**config.mk**
```make
export PLATFORM = sky130hd
export DESIGN_NAME = ram_arbiter
export DESIGN_NICKNAME = d
export VERILOG_FILES = /design/src/rtl/ram_arbiter.sv
export SDC_FILE = /design/constraint.sdc
export NUM_CORES = 1
export LEC_CHECK = 0
export BUFFER_PORTS_ARGS = -buffer_cell sky130_fd_sc_hd__buf_2
export CAP_MARGIN = 10
export CELL_PAD_IN_SITES_DETAIL_PLACEMENT = 1
export CELL_PAD_IN_SITES_GLOBAL_PLACEMENT = 2
export CORE_ASPECT_RATIO = 0.8
export CORE_MARGIN = 5
export CORE_UTILIZATION = 10
export DETAILED_ROUTE_END_ITERATION = 6
export PLACE_DENSITY = 0.95
export SETUP_SLACK_MARGIN = 0.5
export SLEW_MARGIN = 20
export SYNTH_ARGS = -nofsm -noshare
export SYNTH_HDL_FRONTEND = slang
export SYNTH_SLANG_ARGS = --single-unit
export TNS_END_PERCENT = 100
```
**constraint.sdc**
```tcl
create_clock -name clk -period 4.2 [get_ports clk]
set_input_delay 1.26 -clock clk [delete_from_list [all_inputs] [get_ports clk]]
set_output_delay 1.26 -clock clk [all_outputs]
set_load 0.03 [all_outputs]
```
**src/rtl/ram_arbiter.sv**
```systemverilog
// Shares one synchronous-read RAM port between m0 (fixed priority) and m1 (starvation-guarded).
// Grant is combinational with zero latency, read data returns one cycle later, and a denied master holds its request.
module ram_arbiter #(
  parameter int DW         = 32,
  parameter int AW         = 32,
  parameter int STARVE_MAX = 4
) (
  input  logic          clk,
  input  logic          rst,
  input  logic          m0_req,
  input  logic [3:0]    m0_wen,
  input  logic [AW-1:0] m0_addr,
  input  logic [DW-1:0] m0_wdata,
  output logic          m0_gnt,
  output logic          m0_rvalid,
  output logic [DW-1:0] m0_rdata,
  input  logic          m1_req,
  input  logic [3:0]    m1_wen,
  input  logic [AW-1:0] m1_addr,
  input  logic [DW-1:0] m1_wdata,
  output logic          m1_gnt,
  output logic          m1_rvalid,
  output logic [DW-1:0] m1_rdata,
  output logic          ram_ren,
  output logic [3:0]    ram_wen,
  output logic [AW-1:0] ram_addr,
  output logic [DW-1:0] ram_wdata,
  input  logic [DW-1:0] ram_rdata
);

  localparam int CW = $clog2(STARVE_MAX + 1);

  logic [CW-1:0] starve_cnt;
  logic          rd_pend;
  logic          rd_owner;

  always_comb begin
    m0_gnt = 1'b0;
    m1_gnt = 1'b0;
    if (!rst) begin
      if (m1_req && starve_cnt == CW'(STARVE_MAX)) m1_gnt = 1'b1;
      else if (m0_req)                             m0_gnt = 1'b1;
      else if (m1_req)                             m1_gnt = 1'b1;
    end
  end

  always_comb begin
    ram_wen   = '0;
    ram_addr  = '0;
    ram_wdata = '0;
    if (m0_gnt) begin
      ram_wen   = m0_wen;
      ram_addr  = m0_addr;
      ram_wdata = m0_wdata;
    end else if (m1_gnt) begin
      ram_wen   = m1_wen;
      ram_addr  = m1_addr;
      ram_wdata = m1_wdata;
    end
    ram_ren = (m0_gnt || m1_gnt) && (ram_wen == 4'b0000);
  end

  always_ff @(posedge clk) begin
    if (rst) begin
      rd_pend    <= 1'b0;
      rd_owner   <= 1'b0;
      starve_cnt <= '0;
    end else begin
      rd_pend <= ram_ren;
      if (ram_ren) rd_owner <= m1_gnt;
      if (m1_gnt || !m1_req)
        starve_cnt <= '0;
      else if (starve_cnt != CW'(STARVE_MAX))
        starve_cnt <= starve_cnt + CW'(1);
    end
  end

  // Gating with rst drops the return of a read granted just before reset.
  assign m0_rvalid = rd_pend && !rd_owner && !rst;
  assign m1_rvalid = rd_pend &&  rd_owner && !rst;
  assign m0_rdata  = m0_rvalid ? ram_rdata : '0;
  assign m1_rdata  = m1_rvalid ? ram_rdata : '0;

endmodule

```
; ---- Yosys cells after proc, flatten, opt, wreduce, memory -nomap -nowiden
; Cells that the tools add are included.
[totals]
reg_bits = 5
wordCells = 34
[op_classes]
n_mux = 15
n_addsub = 1
n_eq_ne = 2
reduce_logical = 13
[op_table]
columns = cell, n
row1 = two-way mux 32 bit, 6
row2 = two-way mux 4 bit, 2
row3 = two-way mux 1 bit, 7
row4 = logical AND 1 bit, 6
row5 = logical NOT 4 bit, 1
row6 = adder 3 x 1 -> 3 bit (second input constant), 1
row7 = == test 3 bit (second input constant), 1
row8 = logical NOT 1 bit, 3
row9 = != test 3 bit (second input constant), 1
row10 = logical OR 1 bit, 2
row11 = OR reduction 2 bit, 1

; ---- Depth between registers and ports, before layout
[logic_depth]
word_depth = 8
ltp_mapped = 8
ltp_nobuf = 5

; ---- Worst setup path before layout
; OpenSTA, ideal clock, no wires.
[synth_path]
path_type = input-to-output
from = in rst
to = out m0_rdata[22]
t_required_ns = 2.940
path_stages = 3
t_arrival_ns = 2.436
slack_ns = 0.504
path_buffers = 1
cell_sequence = nor3b_1 > clkbuf_1 > and2_1
[synth_via]
elab_chain_cells = 3
[synth_lines]
columns = item, line
row1 = "start, declared", 9  ; input logic rst,
row2 = logical NOT 1 bit, 79  ; assign m0_rvalid = rd_pend && !rd_owner && !rst;
row3 = logical AND 1 bit, 79
row4 = named net m0_rvalid, 15  ; output logic m0_rvalid,
row5 = two-way mux 32 bit, 81  ; assign m0_rdata = m0_rvalid ? ram_rdata : '0;
row6 = "end, declared", 16  ; output logic [DW-1:0] m0_rdata,
; The timed path passes the listed nets, and every way through them passes these cells.

; ---- Worst setup path after layout
[layout_path]
from = in rst
to = out ram_wdata[27]
[layout_via]
elab_chain_cells = 3
[layout_lines]
columns = item, line
row1 = two-way mux 1 bit, 40  ; if (!rst) begin
row2 = two-way mux 32 bit, 55  ; end else if (m1_gnt) begin
row3 = two-way mux 32 bit *, 51  ; if (m0_gnt) begin
row4 = "end, declared", 27  ; output logic [DW-1:0] ram_wdata,
; Every way passes the cells marked *; elsewhere a longest branch is shown, timed or not.

==> impl_metrics.py <==
metrics = {
    "run_status": {
        "run_status": "complete, no violations",
    },
    "route": {
        "drc": 0,
        "vias": 2730,
        "wl_um": 11890,
        "vias_per_cell": 4.081,
        "final_antenna_net_count": 0,
        "drtIter0Drc": 77,
        "dr.pass1.iters": 4,
        "route.detailed.wl_per_inst_um": 17.77,
    },
    "yosys": {
        "async_flop_share_pct": 0,
        "synth_most_common_cell": "a22o_1",
        "syn_nets": 359,
        "ys_seq_area_share_pct": 7.162,
        "synth_edf_count": 0,
        "synth_area_leader_cell": "a22o_1",
        "yosys_warnings": 0,
        "synth.distinct_cells": 23,
        "yosys-top-cells-area": "a22o_1, and2_1, dfxtp_1",
        "synth_top_flop_cell": "dfxtp_1",
        "synthCells": 185,
        "synth_top_cells_by_count": "a22o_1, and2_1, clkbuf_1",
        "netlist_area_mm2": 0.001398,
        "synth-seq-cells": 5,
        "syn_avg_cell_area_um2": 7.555,
        "synth_top_area_share_pct": 42.61,
    },
    "setup_path": {
        "crit_path_cell_trace": "buf_4 > nor2b_4 > nor2b_4 > buf_6 > buf_16 > a22o_1 > clkbuf_4",
        "crit_path_end_kind": "primary output",
        "critPathLaunchType": "input port",
        "worstSetupPathType": "in -> out",
        "crit_fanout": 17,
        "worstPathRequired_ps": 2940,
        "path_common_cell": "nor2b_4",
        "path_delay_family": "buffers and inverters",
        "worst-path-buf-inv": 4,
        "cp.depth": 7,
        "reg2regPathDepth": 6,
        "cp_slowest_cell": "nor2b_4",
        "cp_slowest_stage_delay_ps": 190,
        "worstPathArrival_ps": 2390,
    },
    "timing": {
        "rsz0062_at_grt": "true",
        "finalClockSkew_ps": 0.1780,
        "maxSlewViolCount": 0,
        "hold_violations": 0,
        "fin_crit_sh_pct": 86.99,
        "fin_setup_tns_ps": 0,
        "final-setup-viol-count": 0,
        "period_minus_slack_ps": 3653,
        "worst_pin_slew_ps": 253.6,
        "max_freq_ghz": 0.2737,
        "maxSlewHeadroom_pct": 83.09,
    },
    "clocking": {
        "cts_buffers": 3,
        "tritoncts": "built",
        "root_buffer": "clkbuf_16",
        "cts_buffer_depth": 2,
        "clk_pin_slew_ps": 30,
        "h-tree-depth": 1,
        "clkSinkCount": 5,
        "cts_hold_buffers": 0,
        "clkLatencyLatePin_ps": 230,
    },
    "final_layout": {
        "diodes": 0,
        "regArea_um2": 100.1,
        "fillers": 1755,
        "syn_to_final_growth_pct": 157.7,
        "nNetsFinal": 664,
        "drive_gt1_share_pct": 67.69,
        "multi_input_area_mm2": 0.001200,
    },
    "power": {
        "power_uw": 552.3,
        "p_leak_uw": 0.002151,
        "irDropWorstVdd_v": 0.0001066,
        "p_per_area_mw_per_mm2": 153.3,
    },
    "die": {
        "die_area_mm2": 0.01646,
        "num_io_pins": 309,
        "initial_core_util_pct": 10.24,
        "fp.dieH_um": 115.7,
        "rows": 38,
        "die_x_um": 142.2,
        "core_mm2": 0.01365,
    },
    "global_route": {
        "grt_pass1_wl_um": 15760,
        "grt_pass1_vias": 2894,
        "grtUsageTotal_pct": 12.02,
        "grt.overflow.total": 0,
        "grt_max_degree": 70,
        "antenna_found_initial": 0,
    },
    "job": {
        "maxCapViolations": 0,
    },
    "place": {
        "dp_hpwl_um": 9193,
        "gp_congestion": 0.7098,
        "port-buffer-count": 308,
    },
    "min_path": {
        "hold_depth": 2,
        "hold_path.class": "reg -> reg",
    },
}
-- metal layers --
metal / vias to the layer above / routed length (um) / global-route usage, %
li1: 1298 / - / -
met1: 1267 / 4855 / 15.04
met2: 165 / 5810 / 21.91
met3: 0 / 1219 / 3.218
met4: 0 / 0 / 0.3836
met5: - / 0 / 0
-- layout make-up --
cell class	count	share of cell area [%]
sequential	5	2.779
inverter	2	0.2084
tap	180	6.252
multi-input combinational	156	33.31
clock buffer	4	2.188
timing repair buffer	322	55.26
-- path summary, 6_finish.rpt --
path                                    start             to  slack (ps)
worst min-delay path            starve_cnt[0]  starve_cnt[0]         540
worst min register to register  starve_cnt[0]  starve_cnt[0]         540
worst max-delay path                      rst  ram_wdata[27]         550
worst max register to register  starve_cnt[0]        rd_pend        2840
-- metrics by stage --
step	cells	hold WS (ps)	utilization, %	setup slack, ps	cell area (um2)
CTS	668	545.8	25.49	488.2	3478
floorplan	185	501.7	-	504.2	1398
finish	669	541.1	26.40	546.6	3602
global route	669	555.8	26.40	482.5	3602
global placement	656	537.8	22.85	403.9	3118
detailed placement	656	537.1	22.85	368.3	3118
-- worst min-delay path: stages, from the launching register on --
cell,delay (ps)
dfxtp_1,300
inv_1,70
and3_1,140
-- flip-flops by register name, summed over array words and instances, names as in the netlist --
register / flops
rd_pend: 1
rd_owner: 1
starve_cnt: 3
-- power breakdown --
| part | switching, uW | total (uW) | internal, uW |
|---|---|---|---|
| Combinational | 186 | 346 | 160 |
| Clock | 30.9 | 157 | 126 |
| Sequential | 0.556 | 49.3 | 48.8 |
| Total | 218 | 552 | 335 |
-- timing repair --
action	4_1_cts	5_1_grt
resized for setup	56	58
endpoints found under the setup margin	68	45
pin swaps	3	0
buffers inserted	5	0
gates cloned	3	1
-- cells in the final DEF (no fill, tap or decap), types with 2 or more instances in the layout --
cell and count:
buf_2 243, a22o_1 68, and2_1 64, buf_4 43, buf_6 21, clkbuf_4 9
dfxtp_1 5, clkbuf_16 4, nor2_1 3, buf_16 3, inv_1 2, nor2b_4 2
nand3_1 2, a21oi_1 2, and3_1 2, ha_1 2, buf_12 2
-- kinds of logic (layout without fill, tap and decap cells) --
logic type / after synthesis / in the layout / share of synthesized area, %
and+or+nand+nor: 80 / 80 / 35.72
AOI/OAI and AO/OA: 73 / 73 / 45.30
buffers and inverters: 24 / 328 / 9.311
DFF: 5 / 5 / 7.162
adders and majority gates: 2 / 2 / 1.790
muxes: 1 / 1 / 0.7162
Note: power is estimated with default switching activity, not from simulation.
